[src/rtl/avst_channel_adapter_v2.sv]
// avst_channel_adapter_v2
// Avalon-ST channel adapter. Widens or narrows the channel, latches it at SOP
// and applies it to the whole packet. Packets whose channel is above
// MAX_CHANNEL are discarded whole, and framing errors are flagged (sticky).
// Both the data path and the ready path are registered.
//
// Optional build macro: AVST_CHANNEL_ADAPTER_DROP_CNT_EN adds drop_count[15:0],
// a saturating count of packets dropped for an illegal channel.
//
// Buffering is a three-entry shift queue. Entry 0 is the output register and
// entry 1 is the skid register. Entry 2 is used only when an unexpected SOP
// in PKT produces two output beats: the synthetic EOP that closes the old
// packet, then the new SOP. in_ready is high only while the skid entry is
// empty, so at most one entry is occupied whenever a beat is accepted. That
// leaves room for two pushes even when the output register is stalled.
//
// state | meaning
// IDLE  | between packets, waiting for SOP
// PKT   | forwarding a legal packet
// DROP  | discarding a packet with an illegal channel

module avst_channel_adapter_v2 #(
  parameter int DATA_W        = 8,
  parameter int IN_CHANNEL_W  = 1,
  parameter int OUT_CHANNEL_W = 8,
  parameter int MAX_CHANNEL   = 255
) (
  input  logic                                            clk,
  input  logic                                            reset,
  output logic                                            in_ready,
  input  logic                                            in_valid,
  input  logic [DATA_W-1:0]                               in_data,
  input  logic [((IN_CHANNEL_W > 0) ? IN_CHANNEL_W : 1)-1:0] in_channel,
  input  logic                                            in_startofpacket,
  input  logic                                            in_endofpacket,
  input  logic                                            out_ready,
  output logic                                            out_valid,
  output logic [DATA_W-1:0]                               out_data,
  output logic [OUT_CHANNEL_W-1:0]                        out_channel,
  output logic                                            out_startofpacket,
  output logic                                            out_endofpacket,
`ifdef AVST_CHANNEL_ADAPTER_DROP_CNT_EN
  output logic [15:0]                                     drop_count,
`endif
  output logic                                            framing_error
);

  localparam int          IN_CW = (IN_CHANNEL_W > 0) ? IN_CHANNEL_W : 1;
  localparam logic [63:0] MAX_U = 64'(MAX_CHANNEL);

  typedef enum logic [1:0] {
    IDLE = 2'd0,
    PKT  = 2'd1,
    DROP = 2'd2
  } state_t;

  typedef struct packed {
    logic [DATA_W-1:0]        data;
    logic [OUT_CHANNEL_W-1:0] ch;
    logic                     sop;
    logic                     eop;
  } beat_t;

  state_t                   state_q, state_d;
  logic [OUT_CHANNEL_W-1:0] chan_q, chan_d;
  logic                     ferr_q, ferr_d;
  logic                     in_ready_q, in_ready_d;
  beat_t                    fifo_q [3];
  beat_t                    fifo_d [3];
  logic [2:0]               vld_q, vld_d;

  logic [IN_CW-1:0]         ch_in;
  logic [OUT_CHANNEL_W-1:0] ch_map;
  logic                     ch_legal;
  logic                     accept;
  logic                     pop;
  logic                     push0, push1;
  beat_t                    b0, b1;

`ifdef AVST_CHANNEL_ADAPTER_DROP_CNT_EN
  logic [15:0]              dcnt_q, dcnt_d;
`endif
  logic                     drop_inc;

  assign accept = in_valid & in_ready_q;
  assign pop    = vld_q[0] & out_ready;

  // Effective channel, mapped channel and legality check. The legality check
  // uses the full input value, so truncation cannot hide an illegal channel.
  always_comb begin
    ch_in    = (IN_CHANNEL_W > 0) ? in_channel : '0;
    ch_map   = OUT_CHANNEL_W'(ch_in);
    ch_legal = (64'(ch_in) <= MAX_U);
  end

  // Packet FSM: decide which beats, if any, an accepted input beat produces.
  always_comb begin
    state_d  = state_q;
    chan_d   = chan_q;
    ferr_d   = ferr_q;
    push0    = 1'b0;
    push1    = 1'b0;
    b0       = '0;
    b1       = '0;
    drop_inc = 1'b0;
    if (accept) begin
      case (state_q)
        IDLE, DROP: begin
          if (in_startofpacket) begin
            if (state_q == DROP) ferr_d = 1'b1;
            if (ch_legal) begin
              push0   = 1'b1;
              b0      = '{data: in_data, ch: ch_map, sop: 1'b1, eop: in_endofpacket};
              chan_d  = ch_map;
              state_d = in_endofpacket ? IDLE : PKT;
            end else begin
              drop_inc = 1'b1;
              state_d  = in_endofpacket ? IDLE : DROP;
            end
          end else if (state_q == IDLE) begin
            ferr_d = 1'b1;
          end else if (in_endofpacket) begin
            state_d = IDLE;
          end
        end
        PKT: begin
          if (in_startofpacket) begin
            // Close the open packet with a forced EOP on this beat, then
            // restart with this beat as the SOP of the new packet.
            ferr_d = 1'b1;
            push0  = 1'b1;
            b0     = '{data: in_data, ch: chan_q, sop: 1'b0, eop: 1'b1};
            if (ch_legal) begin
              push1   = 1'b1;
              b1      = '{data: in_data, ch: ch_map, sop: 1'b1, eop: in_endofpacket};
              chan_d  = ch_map;
              state_d = in_endofpacket ? IDLE : PKT;
            end else begin
              drop_inc = 1'b1;
              state_d  = in_endofpacket ? IDLE : DROP;
            end
          end else begin
            push0 = 1'b1;
            b0    = '{data: in_data, ch: chan_q, sop: 1'b0, eop: in_endofpacket};
            if (in_endofpacket) state_d = IDLE;
          end
        end
        default: state_d = IDLE;
      endcase
    end
  end

  // Output/skid queue: drain the head first, then append the new beats in order.
  always_comb begin
    fifo_d = fifo_q;
    vld_d  = vld_q;
    if (pop) begin
      fifo_d[0] = fifo_q[1];
      fifo_d[1] = fifo_q[2];
      vld_d     = {1'b0, vld_q[2:1]};
    end
    if (push0) begin
      if (!vld_d[0]) begin
        fifo_d[0] = b0;
        vld_d[0]  = 1'b1;
      end else if (!vld_d[1]) begin
        fifo_d[1] = b0;
        vld_d[1]  = 1'b1;
      end else begin
        fifo_d[2] = b0;
        vld_d[2]  = 1'b1;
      end
    end
    if (push1) begin
      if (!vld_d[0]) begin
        fifo_d[0] = b1;
        vld_d[0]  = 1'b1;
      end else if (!vld_d[1]) begin
        fifo_d[1] = b1;
        vld_d[1]  = 1'b1;
      end else begin
        fifo_d[2] = b1;
        vld_d[2]  = 1'b1;
      end
    end
    in_ready_d = ~vld_d[1];
  end

`ifdef AVST_CHANNEL_ADAPTER_DROP_CNT_EN
  // Saturating count of packets dropped for an illegal channel.
  always_comb begin
    dcnt_d = dcnt_q;
    if (drop_inc && (dcnt_q != 16'hFFFF)) dcnt_d = dcnt_q + 16'd1;
  end

  // Drop counter register.
  always_ff @(posedge clk or posedge reset) begin
    if (reset) dcnt_q <= '0;
    else       dcnt_q <= dcnt_d;
  end

  assign drop_count = dcnt_q;
`endif

  // State, channel latch, error flag and queue registers.
  always_ff @(posedge clk or posedge reset) begin
    if (reset) begin
      state_q    <= IDLE;
      chan_q     <= '0;
      ferr_q     <= 1'b0;
      in_ready_q <= 1'b0;
      vld_q      <= '0;
      for (int i = 0; i < 3; i++) fifo_q[i] <= '0;
    end else begin
      state_q    <= state_d;
      chan_q     <= chan_d;
      ferr_q     <= ferr_d;
      in_ready_q <= in_ready_d;
      vld_q      <= vld_d;
      for (int i = 0; i < 3; i++) fifo_q[i] <= fifo_d[i];
    end
  end

  assign in_ready          = in_ready_q;
  assign out_valid         = vld_q[0];
  assign out_data          = fifo_q[0].data;
  assign out_channel       = fifo_q[0].ch;
  assign out_startofpacket = fifo_q[0].sop;
  assign out_endofpacket   = fifo_q[0].eop;
  assign framing_error     = ferr_q;

endmodule

[config.mk]
export PLATFORM = sky130hd
export DESIGN_NAME = avst_channel_adapter_v2
export DESIGN_NICKNAME = d
export VERILOG_FILES = /design/src/rtl/avst_channel_adapter_v2.sv
export SDC_FILE = /design/constraint.sdc
export NUM_CORES = 1
export LEC_CHECK = 0
export BUFFER_PORTS_ARGS = -buffer_cell sky130_fd_sc_hd__buf_2
export CORE_ASPECT_RATIO = 1.2
export CORE_UTILIZATION = 50
export CTS_CLUSTER_DIAMETER = 30
export DETAILED_ROUTE_END_ITERATION = 12
export HOLD_SLACK_MARGIN = 0.1
export PLACE_DENSITY_LB_ADDON = 0.15
export REMOVE_ABC_BUFFERS = 1
export SLEW_MARGIN = 0
export SYNTH_ARGS = -nofsm -noshare
export SYNTH_HDL_FRONTEND = slang
export SYNTH_SLANG_ARGS = --single-unit
[constraint.sdc]
create_clock -name clk -period 1.95 [get_ports clk]
set_input_delay 0.0975 -clock clk [delete_from_list [all_inputs] [get_ports clk]]
set_output_delay 0.0975 -clock clk [all_outputs]
set_load 0.02 [all_outputs]
# Word-level counts from Yosys, hierarchy flattened
# Cells that the tools add are included.
# totals
register_bits	62
word_cells	73
# classes
mux	40
n_bitwise	3
reduce_logical	7
n_eq_ne	6
# op_table
cell	count
18-bit 2-to-1 mux	10
36-bit 2-to-1 mux	3
54-bit 2-to-1 mux	2
18-bit case mux with 2 select lines	1
1-bit 2-to-1 mux	12
2-bit 2-to-1 mux	6
3-bit 2-to-1 mux	3
3-bit inequality test (second input constant)	3
5-bit AND reduction	1
1-bit case mux with 2 select lines	2
2-bit case mux with 2 select lines	1
3-bit AND reduction	1
3-bit OR reduction	1
1-bit bitwise AND	2
2-bit by 1-bit equality test with 1-bit output (second input constant)	1
2-bit equality test (second input constant)	1
2-bit logical NOT	1
2-bit inequality test (second input constant)	1
2-bit AND reduction	1
2-bit nonzero test	1
2-bit OR reduction	1
1-bit inverter	1

# Logic depth before layout (Yosys ltp)
# Gate-level depths: netlist of the first run.
# logic_depth
depth_word	10
depth_mapped	9
mapped_depth_nobuf	7

# Worst setup path before layout of the first run
# No wires, ideal clock.
# synth_timing
path_kind	register to register
from	register state_q[0]
to	register, netlist name fifo_q[10]
path_slack_ns	-0.203
setup_time_ns	0.082
path_buffers	2
synth_period_minus_slack_ns	2.153
t_arrival_ns	2.070
required_time_ns	1.868
stages_incl_launch_ff	9
cell_sequence	dfrtp_1 > clkbuf_1 > inv_1 > ha_1 > clkbuf_1 > nor2_1 > o2111ai_1 > o32a_1 > o22ai_1
# synth_rtl
item	line_no	text
from (decl)	64	state_t state_q, state_d;
from (signal assigned)	215	state_q <= state_d;

==> impl_metrics.csv, run 1 <==
group,metric,value,unit
cts,cts_tree,"done",
pwr,power,4.721,mW
critical_path,cp_top_family,"compound AO/OA/AOI/OAI gates",
layout,layout.nets,357,
yosys,netlist_area,2968,µm²
route,ant_nets,0,
timing,worst_pin_slew,0.5346,ns
pwr,peakVddDrop,827.1,µV
place,gp_congestion,0.9104,
route,via_per_inst,5.304,
cts,clock_latency,0.34,ns
grt,overflow,0,
route,num_vias,2249,
cts,cts.repair.resized,0,
route,drc_errors,0,
grt,grt_pass1_vias,2224,
pwr,power.density,1315,nW/µm²
place,port_buffers,35,
critical_path,path_class,"register to register",
critical_path,regToRegSetupSlack,0.12,ns
critical_path,reg2reg_depth,6,
timing,finClkSkew,0.01083,ns
grt,grt_start_max_net_pins,27,
timing,max_slew_margin,0.6431,
yosys,synthesis.instances,292,
worst_hold_path,min_path_type,"input pin to register",
place,postPlaceCellArea,3247,µm²
worst_hold_path,hold_path_end,"state_q[0]$_DFFE_PP0P_",
timing,timing_hold_violations_final,0,
timing,rsz0062_at_grt,"no",
worst_hold_path,holdPathStages,3,
run_status,outcome,"finished clean",
yosys,syn_area_per_cell,10.16,µm²
cts,cts_max_path_buffers,2,
timing,period_share,0.9387,
timing,finalSetupTns,0,ns
layout,fin_util,0.6294,
floorplanning,fp-row-count,30,
timing,fmax,0.5463,GHz
worst_hold_path,worstHoldStart,"in_startofpacket",
floorplanning,pin_count,36,
route,wirelength,6.422,mm
critical_path,worst_setup_path_start_kind,"register",
critical_path,critPathSlowestCell,"o32a_1",
floorplanning,die_x,72.33,µm
layout,drive_above_1_share,0.2355,
critical_path,timing.rr.start,"state_q[0]$_DFFE_PP0P_",
grt,antenna_found_initial,0,
floorplanning,die_h,86.40,µm
critical_path,arrival,2.03,ns
floorplanning,dieArea,6249,µm²
cts,numCtsBuffers,9,
grt,grt_pass1_wl,10.65,mm
layout,stdcell_area,3591,µm²
grt,grtUsageTotal,0.2276,
layout,syn_to_final_growth,20.99,%
job,cap_violations,0,
place,post-dp-hpwl,4.311,mm
critical_path,worst-path-buf-inv,1,
floorplanning,core,5705,µm²
critical_path,regToRegEndpoint,"fifo_q[14]$_DFF_PP0_",
critical_path,slowest_delay,0.45,ns
yosys,ys_types,34,
yosys,yosysWarnings,0,
layout,antenna_cells,0,
timing,setup_violations,0,
cts,ctsHtreeMaxLevel,3,
floorplanning,initial_core_util,0.5202,
pwr,p_leak,1.774,nW
cts,cts.sink_count,61,
timing,slew_violations,0,
yosys,seq_area_frac_synth,0.5143,
critical_path,startpoint,"state_q[0]$_DFFE_PP0P_",
route,first_pass_iters,5,
timing,period_minus_slack,1.830,ns
route,drt_iter0_drc,144,
critical_path,worstSetupEndpointType,"register",
cts,clkTransAtPathRegs,0.07,ns
critical_path,critPathRequiredTime,2.15,ns
cts,cts_root_buf,"clkbuf_8",
yosys,ys_ff_latch,61,
critical_path,cp_max_fo,8,
timing,holdWs,0.1546,ns
critical_path,path_cells,"inv_1 > ha_1 > nor2b_1 > o211ai_1 > o32a_1 > o22ai_1",
route,routedWlPerCell,15.15,µm
==> cells in the mapped netlist (all sizes together) <==
| master | number | area, µm² |
|---|---|---|
| dfrtp | 61 | 1526 |
| nand2 | 50 | 205.2 |
| o2111ai | 1 | 8.760 |
| o22ai | 25 | 156.4 |
| nor2b | 8 | 50.05 |
| maj3 | 2 | 20.02 |
| mux2 | 2 | 26.27 |
| nand2b | 3 | 21.27 |
| a21oi | 25 | 125.1 |
| a21o | 1 | 7.510 |
| o211ai | 4 | 30.03 |
| inv | 16 | 60.06 |
| o21ai | 2 | 10.01 |
| o21bai | 1 | 7.510 |
| nor3 | 2 | 21.27 |
| nand4 | 3 | 18.77 |
| ha | 3 | 37.54 |
| o32a | 1 | 10.01 |
| a21boi | 1 | 7.510 |
| and2 | 4 | 25.02 |
| and3 | 1 | 6.260 |
| nor2 | 8 | 30.03 |
| buf | 22 | 157.6 |
| o22a | 1 | 8.760 |
| nor4 | 1 | 21.27 |
| mux2i | 32 | 320.3 |
| nand3 | 3 | 15.01 |
| clkbuf | 9 | 33.78 |
==> where the power goes <==
| group | total [mW] | switching, mW | internal [mW] |
|---|---|---|---|
| Clock | 1.29 | 0.501 | 0.791 |
| Sequential | 1.72 | 0.167 | 1.55 |
| Combinational | 1.71 | 1.02 | 0.689 |
==> worst max path at each step <==
stage,to,slack [ns],cells after the start
after floorplan,fifo_q[10]$_DFF_PP0_,-0.13,6
after global placement,fifo_q[16]$_DFF_PP0_,0.15,7
after detailed placement,fifo_q[15]$_DFF_PP0_,0.15,7
after CTS,fifo_q[13]$_DFF_PP0_,0.15,6
after global routing,fifo_q[32]$_DFF_PP0_,0.001,5
final,fifo_q[14]$_DFF_PP0_,0.12,6
==> placed cells by master (no fill, tap or decap), types with 2 or more instances in the layout <==
| cell | count |
|---|---|
| o211ai_1 | 4 |
| ha_1 | 3 |
| nor2_1 | 8 |
| maj3_1 | 2 |
| nand2_4 | 2 |
| o22ai_1 | 25 |
| nor2b_1 | 8 |
| nand2_1 | 47 |
| clkbuf_8 | 11 |
| clkinv_4 | 2 |
| nand4_1 | 3 |
| dfrtp_1 | 61 |
| nand2b_1 | 2 |
| dlygate4sd3_1 | 11 |
| and2_1 | 4 |
| mux2i_1 | 32 |
| buf_12 | 3 |
| nand3_1 | 3 |
| o21ai_0 | 2 |
| bufinv_16 | 2 |
| buf_4 | 18 |
| a21oi_1 | 25 |
| inv_1 | 15 |
| buf_2 | 35 |
==> cell families after synthesis <==
kind of cell               after synthesis  synth area share
adders and majority gates                5           0.01939
buffers and inverters                   47           0.08474
AOI/OAI and AO/OA                       62            0.1252
and+or+nand+nor                         83            0.1395
muxes                                   34            0.1168
DFF                                     61            0.5143
==> metrics by stage <==
stage / cells / worst slack [ns]
6_report: 424 / 0.1195
3_3_place_gp: 397 / 0.1541
5_1_grt: 424 / 0.001370
2_1_floorplan: 261 / -0.1301
4_1_cts: 424 / 0.1485
3_5_place_dp: 397 / 0.1513
==> sequential cells by signal, indices dropped and copies added, names as in the netlist <==
register           cells
in_ready               1
framing_error          1
out_startofpacket      1
vld_q                  3
out_endofpacket        1
out_data               8
state_q                1
chan_q                 1
fifo_q                36
out_channel            8
==> worst register-to-register path: cells and delay by family, from the launching register on <==
family,cells,cell delay [ns]
compound gates,3,0.82
fa+ha+maj,1,0.32
buf+inv,1,0.08
flops,1,0.38
simple gates,1,0.09
==> timing repair <==
item | CTS | global route
hold buffers | 11 | 0
hold endpoints to repair | 46 | 0
buffers inserted | 0 | 0
==> metal layers <==
metal | track usage | wire length, µm
met5 | 0 | 0
met4 | 0.09982 | 100
met3 | 0.05233 | 179
met2 | 0.3619 | 3219
met1 | 0.2973 | 2923
==> final cells by class <==
| type | instances | area [µm²] |
|---|---|---|
| fillers | 496 | 2115 |
| inverters | 16 | 60.06 |
| clock buffers | 11 | 151.4 |
| multi-input cells | 184 | 1190 |
| flip-flops and latches | 61 | 1526 |
| repair buffers | 67 | 480.5 |
| well taps | 80 | 100.1 |
| clock inverters | 5 | 82.58 |
(Power assumes the default switching activity.)
==> run 2, diff against run 1 <==
--- a/config.mk
+++ b/config.mk
@@ -6,13 +6,15 @@
 export NUM_CORES = 1
 export LEC_CHECK = 0
 export BUFFER_PORTS_ARGS = -buffer_cell sky130_fd_sc_hd__buf_2
+export CELL_PAD_IN_SITES_DETAIL_PLACEMENT = 0
+export CELL_PAD_IN_SITES_GLOBAL_PLACEMENT = 1
 export CORE_ASPECT_RATIO = 1.2
-export CORE_UTILIZATION = 50
+export CORE_MARGIN = 2
+export CORE_UTILIZATION = 41
 export CTS_CLUSTER_DIAMETER = 30
 export DETAILED_ROUTE_END_ITERATION = 12
 export HOLD_SLACK_MARGIN = 0.1
 export PLACE_DENSITY_LB_ADDON = 0.15
-export REMOVE_ABC_BUFFERS = 1
 export SLEW_MARGIN = 0
 export SYNTH_ARGS = -nofsm -noshare
 export SYNTH_HDL_FRONTEND = slang
==> run 2 against run 1 <==
Via count is 3.9% lower. Global-route usage is 3.9 points lower. First-iteration DRC count is 38% lower. Worst setup slack better by 0.030 ns. Sequential power hardly changed. Fmax is 1.6% higher. Clock skew is 0.0025 ns lower. Count of clock-buffer cells in the layout stayed put. Critical path depth stayed put. Flip-flop and latch count stayed put. Sequential share of layout area is 0.35 points higher. Critical endpoint is now fifo_q[20]$_DFF_PP0_.
==> impl_metrics.csv, run 2 (synthesis gave the netlist of run 1 again) <==
group,metric,value,unit
place,preCtsSetupSlack,0.09448,ns
place,gp_congestion,0.7915,
cts,clkTransAtPathRegs,0.07,ns
critical_path,worst_setup_path_start_kind,"register",
layout,regMostFlops,"fifo_q",
place,post-dp-hpwl,4.237,mm
floorplanning,die_h,97.20,µm
layout,multi_input_area,1210,µm²
yosys,syn_nets,310,
floorplanning,dieArea,7938,µm²
layout,register_area,1528,µm²
critical_path,arrival,2.03,ns
critical_path,startpoint,"state_q[0]$_DFFE_PP0P_",
route,first_pass_iters,4,
layout,drive_above_1_share,0.2441,
timing,worst_pin_slew,0.3715,ns
layout,final_cell_mix,"dfrtp_1, nand2_1, buf_2, mux2i_1, o22ai_1",
layout,antenna_cells,0,
grt,grtUsageTotal,0.1883,
worst_hold_path,worstHoldStart,"in_data[6]",
timing,rsz0062_at_grt,"no",
route,wirelength,6.561,mm
cts,numCtsBuffers,9,
critical_path,worstSetupEndpointType,"register",
route,drt_iter0_drc,89,
route,ant_nets,0,
timing,slew_violations,0,
layout,layout.nets,354,
layout,largest_reg_flops,36,
critical_path,path_class,"register to register",
floorplanning,core,7147,µm²
critical_path,timing.rr.start,"state_q[0]$_DFFE_PP0P_",
worst_hold_path,min_path_type,"input pin to register",
grt,grt_start_max_net_pins,62,
timing,period_share,0.9235,
place,port_buffers,35,
grt,antenna_found_initial,0,
timing,setup_ws,0.1491,ns
timing,fmax,0.5553,GHz
job,cap_violations,0,
critical_path,cp_max_fo,9,
floorplanning,initial_core_util,0.4153,
grt,overflow,0,
timing,finClkSkew,0.008314,ns
run_status,outcome,"finished clean",
cts,cts_root_buf,"clkbuf_8",
route,drc_errors,0,
timing,period_minus_slack,1.801,ns
worst_hold_path,holdPathStages,3,
route,num_vias,2161,
critical_path,reg2reg_depth,6,
cts,ctsHtreeMaxLevel,3,
timing,timing_hold_violations_final,0,
layout,syn_to_final_growth,20.11,%
cts,cts.sink_count,61,
cts,clock_latency,0.34,ns
pwr,peakVddDrop,545.7,µV
timing,finalSetupTns,0,ns
cts,cts_max_path_buffers,2,
route,via_per_inst,5.026,
layout,fillers,716,
layout,final_common_cell,"dfrtp_1",
grt,grt_pass1_vias,2241,
floorplanning,pin_count,36,
timing,max_slew_margin,0.7501,
pwr,power.density,1281,nW/µm²
floorplanning,die_x,81.67,µm
critical_path,critPathRequiredTime,2.17,ns
floorplanning,fp-row-count,34,
route,routedWlPerCell,15.26,µm
cts,cts_tree,"done",
grt,grt_pass1_wl,11.33,mm
timing,setup_violations,0,
pwr,p_leak,1.744,nW
run 2: metal layers:
| layer | routed length, µm | vias up | track usage |
|---|---|---|---|
| met5 | 0 | - | 0 |
| met4 | 93 | 0 | 0.07051 |
| met3 | 194 | 7 | 0.05204 |
| met2 | 3153 | 35 | 0.2818 |
| met1 | 3119 | 1043 | 0.2586 |
| li1 | - | 1076 | - |
run 2: per-stage QoR:
| step | hold WS [ns] | power, mW | cells | area (µm²) | util |
|---|---|---|---|---|---|
| 3_3_place_gp | 0.1892 | 3.416 | 405 | 3252 | 0.4550 |
| 6_report | 0.1290 | 4.567 | 430 | 3565 | 0.4988 |
| 5_1_grt | 0.1344 | 4.894 | 430 | 3565 | 0.4988 |
| 2_1_floorplan | 0.1833 | 2.946 | 292 | 2979 | - |
| 3_5_place_dp | 0.1895 | 3.428 | 405 | 3252 | 0.4550 |
| 4_1_cts | 0.1220 | 4.617 | 430 | 3551 | 0.4968 |
run 2: cell type report:
type / count / share of cell area
Sequential cell: 61 / 0.4286
Multi-Input combinational cell: 184 / 0.3394
Timing Repair Buffer: 64 / 0.1278
Clock buffer: 11 / 0.04247
Tap cell: 90 / 0.03159
Inverter: 16 / 0.01685
Clock inverter: 4 / 0.01334
run 2: final timing paths:
path / slack, ns / endpoint
setup / recovery: 0.15 / fifo_q[20]$_DFF_PP0_
hold / removal: 0.13 / out_data[6]$_DFF_PP0_
setup reg to reg: 0.15 / fifo_q[20]$_DFF_PP0_
hold reg to reg: 0.48 / framing_error$_DFFE_PP0P_
max in group asynchronous: 1.31 / fifo_q[18]$_DFF_PP0_
min in group asynchronous: 0.34 / framing_error$_DFFE_PP0P_
run 2: power by group:
group          leakage (nW)  internal, mW  switching (mW)
sequential            0.811          1.55           0.162
combinational         0.832         0.689            1.01
clock                 0.101         0.648           0.500
total                  1.74          2.89            1.68
run 2: worst max-delay path, cell delays in order, from the launching register on:
cell and delay [ns]:
dfrtp_2 0.41, inv_1 0.07, ha_1 0.29, buf_4 0.18
nor4_4 0.40, mux2i_1 0.24, mux2i_1 0.09
run 2: repair_timing:
| action | CTS | global route |
|---|---|---|
| hold endpoints to repair | 84 | 0 |
| hold buffers | 10 | 0 |
| gates resized for setup | 0 | 3 |
| endpoints found under the setup margin | 0 | 11 |
| buffers inserted | 0 | 0 |
==> run 3, diff against run 2 <==
--- a/config.mk
+++ b/config.mk
@@ -10,11 +10,12 @@
 export CELL_PAD_IN_SITES_GLOBAL_PLACEMENT = 1
 export CORE_ASPECT_RATIO = 1.2
 export CORE_MARGIN = 2
-export CORE_UTILIZATION = 41
+export CORE_UTILIZATION = 42
+export CTS_BUF_LIST = sky130_fd_sc_hd__clkbuf_4 sky130_fd_sc_hd__clkbuf_8
 export CTS_CLUSTER_DIAMETER = 30
 export DETAILED_ROUTE_END_ITERATION = 12
 export HOLD_SLACK_MARGIN = 0.1
-export PLACE_DENSITY_LB_ADDON = 0.15
+export PLACE_DENSITY = 0.74
 export SLEW_MARGIN = 0
 export SYNTH_ARGS = -nofsm -noshare
 export SYNTH_HDL_FRONTEND = slang
==> run 3 against run 2 <==
Flip-flop and latch count is the same. Highest routed layer unchanged. Final cell count down 0.23%. Via count up 2.2%. Routed wire length is 3.2% lower. Worst hold slack improved by 0.053 ns. Clock power up 9.6%.
==> impl_metrics.csv, run 3 (synthesis gave the netlist of run 1 again) <==
group,metric,value,unit
pwr,peakVddDrop,674.1,µV
layout,drive_above_1_share,0.2427,
floorplanning,die_h,96.09,µm
critical_path,path_class,"register to register",
route,drt_iter0_drc,156,
grt,grtUsageTotal,0.1839,
route,wirelength,6.349,mm
cts,numCtsBuffers,9,
timing,period_minus_slack,1.776,ns
floorplanning,core,6854,µm²
timing,max_slew_margin,0.7145,
critical_path,slowest_delay,0.44,ns
cts,ctsHtreeMaxLevel,3,
place,gp_congestion,0.8525,
critical_path,worst-path-buf-inv,1,
cts,clkTransAtPathRegs,0.07,ns
critical_path,critPathRequiredTime,2.20,ns
timing,finClkSkew,0.007548,ns
timing,fmax,0.5629,GHz
layout,multi_input_area,1199,µm²
layout,final_cell_mix,"dfrtp_1, nand2_1, buf_2, mux2i_1, o22ai_1",
timing,rsz0062_at_grt,"no",
critical_path,critPathSlowestCell,"o32a_2",
grt,grt_start_max_net_pins,62,
critical_path,arrival,2.02,ns
cts,cts_root_buf,"clkbuf_8",
layout,antenna_cells,0,
grt,grt_pass1_vias,2123,
layout,register_area,1526,µm²
critical_path,regToRegSetupSlack,0.17,ns
critical_path,worst_setup_path_start_kind,"register",
floorplanning,fp-row-count,33,
place,post-dp-hpwl,4.135,mm
timing,finalSetupTns,0,ns
critical_path,worstSetupEndpointType,"register",
layout,stdcell_area,3596,µm²
timing,slew_violations,0,
run_status,outcome,"finished clean",
yosys,syn_nets,310,
layout,regMostFlops,"fifo_q",
timing,period_share,0.9110,
place,preCtsSetupSlack,0.1757,ns
route,drc_errors,0,
layout,largest_reg_flops,36,
job,cap_violations,0,
critical_path,timing.rr.start,"state_q[0]$_DFFE_PP0P_",
cts,cts_tree,"done",
layout,layout.nets,355,
critical_path,cp_max_fo,9,
route,num_vias,2208,
pwr,p_leak,1.761,nW
layout,syn_to_final_growth,21.16,%
floorplanning,dieArea,7757,µm²
critical_path,regToRegEndpoint,"fifo_q[15]$_DFF_PP0_",
critical_path,reg2reg_depth,6,
worst_hold_path,holdPathStages,4,
route,routedWlPerCell,14.80,µm
grt,grt_pass1_wl,10.73,mm
worst_hold_path,hold_path_end,"framing_error$_DFFE_PP0P_",
layout,final_common_cell,"dfrtp_1",
timing,setup_violations,0,
cts,cts_max_path_buffers,2,
floorplanning,die_x,80.74,µm
timing,timing_hold_violations_final,0,
floorplanning,pin_count,36,
cts,clock_latency,0.34,ns
layout,fillers,656,
worst_hold_path,min_path_type,"input pin to register",
pwr,power.density,1302,nW/µm²
timing,worst_pin_slew,0.4245,ns
route,via_per_inst,5.147,
timing,setup_ws,0.1736,ns
place,postPlaceCellArea,3261,µm²
route,ant_nets,0,
worst_hold_path,worstHoldStart,"in_startofpacket",
place,port_buffers,35,
floorplanning,initial_core_util,0.4330,
critical_path,path_cells,"inv_1 > ha_1 > nor2_2 > o2111ai_1 > o32a_2 > o22ai_1",
grt,overflow,0,
critical_path,cp_top_family,"compound AO/OA/AOI/OAI gates",
route,first_pass_iters,4,
cts,cts.sink_count,61,
grt,antenna_found_initial,0,
run 3: metal layers:
| layer | track usage | part of all wire | wire, µm | vias up |
|---|---|---|---|---|
| met5 | 0 | 0 | 0 | - |
| met4 | 0.05932 | 0.011 | 70 | 0 |
| met3 | 0.04221 | 0.033 | 211 | 8 |
| met2 | 0.3097 | 0.50 | 3151 | 42 |
| met1 | 0.2347 | 0.46 | 2915 | 1080 |
| li1 | - | - | - | 1078 |
run 3: metrics by stage:
step	hold WS, ns	util	std cells	power, mW
after CTS	0.1743	0.5245	429	4.731
after detailed placement	0.1916	0.4757	402	3.436
after global routing	0.1982	0.5246	429	5.001
after global placement	0.1862	0.4757	402	3.405
after floorplan	0.1833	-	292	2.946
final	0.1821	0.5246	429	4.683
run 3: layout make-up:
| type | instances | share of cell area |
|---|---|---|
| clock buffer | 10 | 0.03827 |
| multi-input combinational | 184 | 0.3333 |
| inverter | 16 | 0.01670 |
| tap | 87 | 0.03027 |
| timing repair buffer | 65 | 0.1329 |
| clock inverter | 6 | 0.02401 |
| sequential | 61 | 0.4245 |
run 3: power breakdown:
group          internal (mW)  switching, mW
logic                  0.694          0.993
registers               1.55          0.183
clock network          0.752          0.510
total                   3.00           1.69
run 3: worst max-delay path by stage:
stage                                       from                    to  slack (ns)  depth (start not counted)
after floorplan           state_q[0]$_DFFE_PP0P_  fifo_q[28]$_DFF_PP0_        0.03                          8
final                     state_q[0]$_DFFE_PP0P_  fifo_q[15]$_DFF_PP0_        0.17                          6
after global routing      state_q[0]$_DFFE_PP0P_  fifo_q[15]$_DFF_PP0_        0.05                          6
after global placement        vld_q[1]$_DFF_PP0_  fifo_q[31]$_DFF_PP0_        0.24                          6
after CTS                 state_q[0]$_DFFE_PP0P_  fifo_q[15]$_DFF_PP0_        0.14                          6
after detailed placement  state_q[0]$_DFFE_PP0P_  fifo_q[15]$_DFF_PP0_        0.18                          6
run 3: worst reg2reg max path, cell delays in order (launching register included):
cell	delay, ns
dfrtp_1	0.34
inv_1	0.05
ha_1	0.31
nor2_2	0.17
o2111ai_1	0.18
o32a_2	0.44
o22ai_1	0.20
run 3: what timing repair did:
item | 4_1_cts | 5_1_grt
gates resized for setup | 0 | 1
endpoints found under the setup margin | 0 | 8
buffers inserted | 0 | 0
hold buffers | 11 | 0
endpoints found under the hold margin | 87 | 0
